File: config.mk
export PLATFORM = sky130hd
export DESIGN_NAME = jtdd_rom_arb
export DESIGN_NICKNAME = d
export VERILOG_FILES = /design/src/rtl/jtdd_pkg.sv /design/src/rtl/jtdd_rom_slot.sv /design/src/rtl/jtdd_rom_arb.sv
export SDC_FILE = /design/constraint.sdc
export NUM_CORES = 1
export LEC_CHECK = 0
export ABC_AREA = 1
export BUFFER_PORTS_ARGS = -buffer_cell sky130_fd_sc_hd__buf_2
export CELL_PAD_IN_SITES_DETAIL_PLACEMENT = 1
export CELL_PAD_IN_SITES_GLOBAL_PLACEMENT = 2
export CORE_ASPECT_RATIO = 0.5
export CORE_MARGIN = 2
export CORE_UTILIZATION = 34
export CTS_BUF_LIST = sky130_fd_sc_hd__clkbuf_2 sky130_fd_sc_hd__clkbuf_4 sky130_fd_sc_hd__clkbuf_8
export CTS_CLUSTER_SIZE = 8
export DETAILED_ROUTE_END_ITERATION = 8
export PLACE_DENSITY_LB_ADDON = 0.1
export SLEW_MARGIN = 0
export SYNTH_ARGS = -nofsm -noshare
export SYNTH_HDL_FRONTEND = slang
export SYNTH_SLANG_ARGS = --single-unit
File: constraint.sdc
create_clock -name clk -period 3 [get_ports clk]
set_input_delay 0.3 -clock clk [delete_from_list [all_inputs] [get_ports clk]]
set_output_delay 0.3 -clock clk [all_outputs]
set_load 0.005 [all_outputs]
File: src/rtl/jtdd_pkg.sv
// Shared constants for the JTDD ROM arbiter: requester indices,
// arbiter state encoding and default ROM region offsets.
package jtdd_pkg;

   localparam int NREQ = 3;

   // Requester indices; round-robin order is main -> snd -> mcu -> main
   localparam logic [1:0] REQ_MAIN = 2'd0;
   localparam logic [1:0] REQ_SND  = 2'd1;
   localparam logic [1:0] REQ_MCU  = 2'd2;

   // Default byte bases of each ROM region inside SDRAM
   localparam logic [21:0] MAIN_OFFSET_DEF = 22'h00_0000;
   localparam logic [21:0] SND_OFFSET_DEF  = 22'h04_0000;
   localparam logic [21:0] MCU_OFFSET_DEF  = 22'h04_8000;

   typedef enum logic [1:0] {
      IDLE     = 2'd0,
      WAIT_ACK = 2'd1,
      WAIT_RDY = 2'd2
   } arb_state_t;

   // Requester that follows idx in round-robin order
   function automatic logic [1:0] req_next(input logic [1:0] idx);
      return (idx == REQ_MCU) ? REQ_MAIN : idx + 2'd1;
   endfunction

endpackage

File: src/rtl/jtdd_rom_slot.sv
// One requester slot: region offset add, one-word cache, hit detect,
// little-endian byte select and pending flag for the arbiter.
module jtdd_rom_slot
   import jtdd_pkg::*;
#(
   parameter int             AW     = 22,
   parameter int             LAW    = 18,
   parameter logic [AW-1:0]  OFFSET = '0
) (
   input  logic             clk,
   input  logic             rst_n,
   input  logic             downloading,
   input  logic             cs,
   input  logic [LAW-1:0]   addr,
   input  logic             fill,
   input  logic [AW-3:0]    fill_tag,
   input  logic [31:0]      fill_data,
   output logic [AW-1:0]    full_addr,
   output logic [7:0]       dout,
   output logic             ok,
   output logic             pending
);

   logic          valid_reg;
   logic [AW-3:0] tag_reg;
   logic [31:0]   data_reg;
   logic          hit;

   // Region-relative address; carry out of the top bit is dropped
   assign full_addr = OFFSET + AW'(addr);

   // Hit depends only on cached state and the requester inputs
   assign hit     = cs & valid_reg & (tag_reg == full_addr[AW-1:2]);
   assign ok      = hit;
   assign pending = cs & ~hit & ~downloading;

   // Byte lane select, byte 0 in bits 7:0
   always_comb begin
      dout = data_reg[7:0];
      case (addr[1:0])
         2'd0: dout = data_reg[7:0];
         2'd1: dout = data_reg[15:8];
         2'd2: dout = data_reg[23:16];
         2'd3: dout = data_reg[31:24];
         default: dout = data_reg[7:0];
      endcase
   end

   // Cache entry update: downloading flushes and overrides any fill
   always_ff @(posedge clk or negedge rst_n) begin
      if (!rst_n) begin
         valid_reg <= 1'b0;
         tag_reg   <= '0;
         data_reg  <= '0;
      end else if (downloading) begin
         valid_reg <= 1'b0;
      end else if (fill) begin
         valid_reg <= 1'b1;
         tag_reg   <= fill_tag;
         data_reg  <= fill_data;
      end
   end

endmodule

File: src/rtl/jtdd_rom_arb.sv
// Shares one SDRAM read port between main CPU, sound CPU and MCU ROM
// ports. Round-robin arbitration, req/ack/rdy handshake, and a one-word
// cache per requester held in jtdd_rom_slot.
module jtdd_rom_arb
   import jtdd_pkg::*;
#(
   parameter int            AW          = 22,
   parameter logic [AW-1:0] MAIN_OFFSET = MAIN_OFFSET_DEF,
   parameter logic [AW-1:0] SND_OFFSET  = SND_OFFSET_DEF,
   parameter logic [AW-1:0] MCU_OFFSET  = MCU_OFFSET_DEF
) (
   input  logic           clk,
   input  logic           rst_n,
   input  logic           downloading,
   input  logic           main_cs,
   input  logic [17:0]    main_addr,
   output logic [7:0]     main_dout,
   output logic           main_ok,
   input  logic           snd_cs,
   input  logic [14:0]    snd_addr,
   output logic [7:0]     snd_dout,
   output logic           snd_ok,
   input  logic           mcu_cs,
   input  logic [13:0]    mcu_addr,
   output logic [7:0]     mcu_dout,
   output logic           mcu_ok,
   output logic           sdram_req,
   output logic [AW-1:0]  sdram_addr,
   input  logic           sdram_ack,
   input  logic           sdram_rdy,
   input  logic [31:0]    sdram_data
);

   localparam logic [AW-1:0] WORD_MASK = {{(AW-2){1'b1}}, 2'b00};

   arb_state_t    state_reg, state_next;
   logic [1:0]    ptr_reg, ptr_next;
   logic [1:0]    gnt_reg, gnt_next;
   logic          sdram_req_reg, sdram_req_next;
   logic [AW-1:0] sdram_addr_reg, sdram_addr_next;

   logic [NREQ-1:0] cs_vec;
   logic [NREQ-1:0] pend_vec;
   logic [NREQ-1:0] ok_vec;
   logic [17:0]     loc_addr  [NREQ];
   logic [AW-1:0]   slot_full [NREQ];
   logic [7:0]      slot_dout [NREQ];

   logic            fill_en;
   logic            pick_found;
   logic [1:0]      pick_idx;
   logic [1:0]      scan_idx;

   assign cs_vec            = {mcu_cs, snd_cs, main_cs};
   assign loc_addr[REQ_MAIN] = main_addr;
   assign loc_addr[REQ_SND]  = {3'b000, snd_addr};
   assign loc_addr[REQ_MCU]  = {4'b0000, mcu_addr};

   genvar gi;
   generate
      for (gi = 0; gi < NREQ; gi++) begin : g_slot
         jtdd_rom_slot #(
            .AW     (AW),
            .LAW    (18),
            .OFFSET (gi == 0 ? MAIN_OFFSET : (gi == 1 ? SND_OFFSET : MCU_OFFSET))
         ) u_slot (
            .clk         (clk),
            .rst_n       (rst_n),
            .downloading (downloading),
            .cs          (cs_vec[gi]),
            .addr        (loc_addr[gi]),
            .fill        (fill_en && (gnt_reg == 2'(gi))),
            .fill_tag    (sdram_addr_reg[AW-1:2]),
            .fill_data   (sdram_data),
            .full_addr   (slot_full[gi]),
            .dout        (slot_dout[gi]),
            .ok          (ok_vec[gi]),
            .pending     (pend_vec[gi])
         );
      end
   endgenerate

   assign main_dout  = slot_dout[REQ_MAIN];
   assign snd_dout   = slot_dout[REQ_SND];
   assign mcu_dout   = slot_dout[REQ_MCU];
   assign main_ok    = ok_vec[REQ_MAIN];
   assign snd_ok     = ok_vec[REQ_SND];
   assign mcu_ok     = ok_vec[REQ_MCU];
   assign sdram_req  = sdram_req_reg;
   assign sdram_addr = sdram_addr_reg;

   // Round-robin scan: first pending requester starting at the pointer
   always_comb begin
      pick_found = 1'b0;
      pick_idx   = ptr_reg;
      scan_idx   = ptr_reg;
      for (int k = 0; k < NREQ; k++) begin
         if (!pick_found && pend_vec[scan_idx]) begin
            pick_found = 1'b1;
            pick_idx   = scan_idx;
         end
         scan_idx = req_next(scan_idx);
      end
   end

   // Next-state logic: grant, handshake with SDRAM, cache fill strobe
   always_comb begin
      state_next      = state_reg;
      ptr_next        = ptr_reg;
      gnt_next        = gnt_reg;
      sdram_req_next  = sdram_req_reg;
      sdram_addr_next = sdram_addr_reg;
      fill_en         = 1'b0;
      case (state_reg)
         IDLE: begin
            if (pick_found) begin
               gnt_next        = pick_idx;
               sdram_addr_next = slot_full[pick_idx] & WORD_MASK;
               sdram_req_next  = 1'b1;
               ptr_next        = req_next(pick_idx);
               state_next      = WAIT_ACK;
            end
         end
         WAIT_ACK: begin
            if (sdram_ack) begin
               sdram_req_next = 1'b0;
               if (sdram_rdy) begin
                  // Data arrived together with the ack
                  fill_en    = 1'b1;
                  state_next = IDLE;
               end else begin
                  state_next = WAIT_RDY;
               end
            end
         end
         WAIT_RDY: begin
            if (sdram_rdy) begin
               fill_en    = 1'b1;
               state_next = IDLE;
            end
         end
         default: begin
            sdram_req_next = 1'b0;
            state_next     = IDLE;
         end
      endcase
   end

   // Arbiter state registers
   always_ff @(posedge clk or negedge rst_n) begin
      if (!rst_n) begin
         state_reg      <= IDLE;
         ptr_reg        <= REQ_MAIN;
         gnt_reg        <= REQ_MAIN;
         sdram_req_reg  <= 1'b0;
         sdram_addr_reg <= '0;
      end else begin
         state_reg      <= state_next;
         ptr_reg        <= ptr_next;
         gnt_reg        <= gnt_next;
         sdram_req_reg  <= sdram_req_next;
         sdram_addr_reg <= sdram_addr_next;
      end
   end

endmodule
==> run metrics, run 1 <==
global-route wire length before repair 44300 um; # fillers 3155; CTS clock-pin slew for the worst setup and hold paths 0.09 ns; Nets 1329; maximum clock rate 367 MHz; Final Hold Violating Endpoints 0; root buffer cell clkbuf_8; share of cells above drive strength 1 17.2%; Sink Count 174; Post-synth EDFFs 0; port bufs 131; GR Util All Layers 22.2%; post-CTS sizing 0; worst-margin pin slew 0.812 ns; Power Density 910 mW/mm2; HPWL Detailed 20900 um; worst path required time 3.36 ns; synthesized area 0.00863 mm2; initial antenna violation count 0; Setup Crit Path Kind reg -> reg; Placed Cells 1561; Reg2Reg Depth 16; R2R setup slack 0.28 ns; Die Y-Extent 117 um; crit share post-route 90.7%; wirelength, routed 28200 um; Worst Skew 0.0125 ns; most frequent cell after synthesis nand2_1; hold path endpoint sdram_addr[12]; largest net degree at the start of global routing 82; Routed Antenna Nets 0; Hold WC Path Type in -> reg; Max-cap violations 0; Die W 229 um; CTS H-Tree Depth 4; Synth top area share 50.4%; pre-CTS WS 0.197 ns; clock period minus worst slack 2.72 ns; max FFs per register 96; r2r endpoint sdram_addr[18]; worst-case clock buffer depth 2; I/O pin total 137; routed vias 7532; outcome complete, no violations; Synth warnings 0; hold_ws 0.0993 ns; Final WS setup 0.278 ns; gr ovfl total 0; Post CTS Setup Buffer Count 0; Starting Density 34.4%; Post-synth top flop dfrtp_1; Hold Path Stages 3; Die Footprint 0.0268 mm2; Synth area leaders dfrtp_1 (50%), nand2_1 (18%), o21ai_0 (8.8%), inv_1 (5.7%), nand3_1 (2.8%); CP Max Fanout 11; CP Capture Type register; sequential share of the synthesized area 50.4%; Worst R2R Start g_slot[2].u_slot.tag_reg[15]; CTS Buf Count 17; n_diodes 0; fraction of registers with async set/reset 100%; most frequent cells after synthesis nand2_1 (403), dfrtp_1 (174), o21ai_0 (151); Initial DRC Count 455; clk_lat worst skew 0.49 ns; total negative slack 0 ns; Core Region 0.0251 mm2; Max VDD drop 0.000328 V; Pwr Total 9120 uW; Synth-to-Final Area Change 16.1%; wire per inst 17.7 um; biggest area consumer among synthesized cells dfrtp_1; vias per cell 4.73; unrepaired setup endpoints after global routing no; Non-Filler Instances 1594; # setup viols final 0; Leakage 0.00515 uW; Detailed Routing Iterations Pass 1 5; Post-Syn Instances 1113; CP arrival 3.09 ns; FP Rows 41; post-detailed-route DRC marker count 0; vias in the first global route 7840; Storage cell area 0.00435 mm2; HP Start snd_addr[12]; multi-input combinational cell area 0.00357 mm2; Slew Limit Fails 0; FF+latch count, synth 174; Unique masters post-synth 37; Rel. slew slack 45.7%; RD Place Congestion 0.816; CTS tree built; Avg Cell Area, Syn 7.76 um2; CP Launch Type register
## layout by cell type, fill, tap and decap left out, types with 7 or more instances in the layout
master / n
buf_2: 130
xnor2_1: 9
buf_4: 7
nand2_1: 403
inv_1: 131
clkbuf_8: 19
nand2_2: 9
o21ai_1: 11
nor2_1: 53
o21ai_0: 151
dfrtp_1: 174
nand4_1: 31
nand3_1: 49
## worst max-delay path by stage
stage | startpoint | endpoint | slack [ns] | depth (start not counted)
after floorplan | g_slot[2].u_slot.tag_reg[11] | sdram_addr[18] | 0.81 | 18
after global placement | mcu_addr[13] | sdram_addr[18] | 0.28 | 17
after detailed placement | mcu_addr[13] | sdram_addr[18] | 0.20 | 17
after CTS | g_slot[2].u_slot.tag_reg[15] | sdram_addr[18] | 0.23 | 16
after global routing | g_slot[2].u_slot.tag_reg[15] | sdram_addr[18] | 0.005 | 16
final | g_slot[2].u_slot.tag_reg[15] | sdram_addr[18] | 0.28 | 16
## routing by layer
layer | global-route usage, % | wire (um) | part of all wire [%] | up-vias
li1 | - | - | - | 3744
met1 | 28.4 | 13400 | 47 | 3661
met2 | 38.6 | 13600 | 48 | 100
met3 | 4.57 | 701 | 2.5 | 27
met4 | 6.41 | 497 | 1.8 | 0
met5 | 0 | 0 | 0 | -
## metrics by stage
stage | cell area [um2] | utilization (%)
after floorplan | 8650 | -
after global placement | 9640 | 38.4
after detailed placement | 9640 | 38.4
after CTS | 10000 | 40.0
after global routing | 10000 | 40.0
final | 10000 | 40.0
## repair_timing
| item | 4_1_cts | 5_1_grt |
|---|---|---|
| endpoints found under the hold margin | 58 | 0 |
| endpoints found under the setup margin | 0 | 0 |
| hold buffers | 1 | 0 |
## worst max-delay path, cell delays in order, from the launching register on
cell and delay (ns):
dfrtp_1 0.38, nor2_1 0.10, nand2_1 0.08, nor2_1 0.24
nand2_1 0.12, nor2_1 0.14, nand2_2 0.10, nand3_1 0.09
nand2_1 0.09, nor2_4 0.18, nand2_1 0.11, nand2_1 0.07
nand2_1 0.10, a21oi_4 0.36, ha_1 0.31, nand2_1 0.06
o21ai_1 0.06
## final cells by class
| type | instances | share of cell area, % |
|---|---|---|
| multi-input combinational | 764 | 35.7 |
| tap | 344 | 4.29 |
| inverter | 139 | 5.20 |
| clock buffer | 24 | 2.98 |
| timing repair buffer | 141 | 7.62 |
| clock inverter | 8 | 0.824 |
| sequential | 174 | 43.4 |
## power breakdown
part           internal, uW  leakage, uW  total, uW  switching, uW
Combinational          1240      0.00263       3520           2280
Clock                   750     0.000187       1660            911
Sequential             3300      0.00233       3940            634
Total                  5300      0.00515       9120           3830
## kinds of logic after synthesis
logic type      share of synthesized area (%)
simple gates                             28.6
other cells                            0.0434
compound gates                           10.9
fa+ha+maj                               0.725
buf+inv                                  8.33
flops                                    50.4
xor+xnor                                0.913
(Power assumes the default switching activity.)
==> run 2, diff against run 1 <==
Settings changed: ABC_AREA 1 to default, CORE_UTILIZATION 34 to 41.
==> run 2 against run 1 <==
Maximum frequency fell by 6.4%. Critical path type unchanged. Count of clock-buffer cells in the layout decreased by 4. Combinational power is 29% lower. First-iteration DRC count down 49%.
==> run metrics, run 2 <==
outcome complete, no violations; Synth-to-Final Area Change 19.4%; Die Y-Extent 104 um; highest routed layer met5; Hold WC Path Type in -> reg; Rel. slew slack 47.7%; Max VDD drop 0.000336 V; GR Util All Layers 21.3%; cell internal pwr 5650 uW; gr ovfl total 0; Post-Syn Instances 566; Die W 203 um; max FFs per register 96; FF+latch count, synth 174; Synth top area share 53.5%; Max-cap violations 0; Net Sw Power 2620 uW; maximum clock rate 344 MHz; Synth area leaders dfrtp_1 (53%), mux2_2 (20%), mux4_2 (6.6%), xnor2_1 (3.3%), a222oi_1 (1.5%); clock power share 23.7%; most frequent cell after synthesis dfrtp_1; post-detailed-route DRC marker count 0; Post-synth EDFFs 0; synthesized area 0.00814 mm2; initial antenna violation count 2; Worst Skew 0.0124 ns; wirelength, routed 21200 um; I/O pin total 137; CTS Buf Count 17; wire per inst 21.4 um; sequential share of the synthesized area 53.5%; Post-synth top flop dfrtp_1; Slew Limit Fails 0; met2 WL 9780 um; CP Launch Type register; HP Start sdram_data[0]; clock period minus worst slack 2.91 ns; vias in the first global route 5695; crit share post-route 96.9%; CP Capture Type register; HPWL Detailed 15000 um; R2R setup slack 0.09 ns; Detailed Routing Iterations Pass 1 5; CTS tree built; CTS H-Tree Depth 4; Hold Path Stages 2; most frequent cells in the layout dfrtp_1 (174), mux2_2 (147), buf_2 (130), xnor2_1 (31), mux4_2 (24); Nets 803; port bufs 131; Reg2Reg Depth 9; fraction of registers with async set/reset 100%; Unique masters post-synth 63; CTS clock-pin slew for the worst setup and hold paths 0.10 ns; vias per cell 5.40; Starting Density 41.8%; CP Max Fanout 5; RD Place Congestion 0.794; largest net degree at the start of global routing 73; most frequent cells after synthesis dfrtp_1 (174), mux2_2 (147), xnor2_1 (31); sequential share of power 45.9%; DR WL met3 880 um; worst-case clock buffer depth 2; Worst R2R Start g_slot[1].u_slot.tag_reg[13]; Die Footprint 0.0211 mm2; worst path required time 3.37 ns; Power Density 850 mW/mm2; Final Hold Violating Endpoints 0; # setup viols final 0; worst-margin pin slew 0.780 ns; CP arrival 3.28 ns; Sink Count 174; Leakage 0.00464 uW; clk_lat worst skew 0.49 ns; global-route wire length before repair 33800 um; FP Rows 36; CP startpoint g_slot[1].u_slot.tag_reg[13]; commonest non-fill, non-tap cell in the layout dfrtp_1; Avg Cell Area, Syn 14.4 um2; Synth warnings 0; Placed Cells 953; share of cells above drive strength 1 52.8%; hold path endpoint g_slot[0].u_slot.data_reg[0]; Pwr Total 8270 uW; Sw Ratio 31.7%; Non-Filler Instances 991; root buffer cell clkbuf_8; combinational power share 30.4%; Core Region 0.0195 mm2; Setup Crit Path Kind reg -> reg; biggest area consumer among synthesized cells dfrtp_1; routed vias 5356; Initial DRC Count 233; Routed Antenna Nets 0; r2r endpoint sdram_addr[18]; Metal-1 WL 10300 um
## run 2: cell count changes after synthesis, sizes merged, moves of 6 or more
cell    change
a21o        +6
a222oi     +12
clkbuf     -10
inv       -126
mux2      +150
mux4       +24
nand2     -393
nand3      -55
nand4      -20
nor2       -55
o21ai     -151
xnor2      +22
xor2       +10
## run 2: metrics by stage
step | setup WS (ns) | cell area, um2 | util (%) | hold WS (ns) | setup TNS, ns
2_1_floorplan | 0.0494 | 8180 | - | 0.00441 | 0
3_3_place_gp | 0.0249 | 9200 | 47.3 | 0.215 | 0
3_5_place_dp | -0.0431 | 9200 | 47.3 | 0.213 | -0.243
4_1_cts | 0.0471 | 9700 | 49.9 | 0.0375 | 0
5_1_grt | -0.0175 | 9720 | 50.0 | 0.0340 | -0.0175
6_report | 0.0917 | 9720 | 50.0 | 0.0624 | 0
## run 2: area by class of cell
cell class	count	area (um2)
timing repair buffer	155	895
clock buffer	20	263
inverter	11	41.3
fill	2015	9740
antenna	1	2.50
clock inverter	12	204
sequential	174	4350
tap	266	333
multi-input combinational	352	3630
## run 2: routing by layer
metal  vias up  GRT usage (%)
met5         -              0
met4         2           5.47
met3        20           5.38
met2       119           32.7
met1      2820           30.3
li1       2395              -
## run 2: worst max-delay path: stages (launching register included)
cell and delay (ns):
dfrtp_1 0.38, or4b_1 0.51, or4_4 0.54, nor4_4 0.21, buf_4 0.18, or2_2 0.13
o2111a_1 0.21, a211oi_1 0.08, ha_1 0.29, mux2_1 0.27
## run 2: what timing repair did
item / 4_1_cts / 5_1_grt
resized for setup: 0 / 3
endpoints found under the setup margin: 10 / 5
setup buffers: 3 / 1
hold buffers: 1 / 0
endpoints found under the hold margin: 30 / 0
pin swaps: 1 / 1
## run 2: logic make-up after synthesis
group                    Yosys count  synth area share, %
XOR/XNOR                          41                 4.41
adder cells (fa/ha/maj)            5                0.769
multiplexers                     175                 27.5
AO/OA/AOI/OAI                     59                 6.21
AND/OR/NAND/NOR                   67                 5.04
buffers and inverters             44                 2.52
other                              1               0.0461
flip-flops                       174                 53.5
## run 2: worst max-delay path by stage
stage | slack (ns) | cells past startpoint | to
after floorplan | 0.05 | 10 | sdram_addr[18]
after global placement | 0.02 | 7 | sdram_addr[12]
after detailed placement | -0.04 | 7 | sdram_addr[12]
after CTS | 0.05 | 8 | sdram_addr[18]
after global routing | -0.02 | 10 | ptr_reg[1]
final | 0.09 | 9 | sdram_addr[18]
## run 2: power groups by stage
stage	sequential [uW]	combinational, uW	clock, uW
detailed placement	3850	2510	0
global placement	3800	2440	0
finish	3800	2510	1960
CTS	3810	2540	2020
global route	3930	2750	2120
floorplan	3650	1730	0
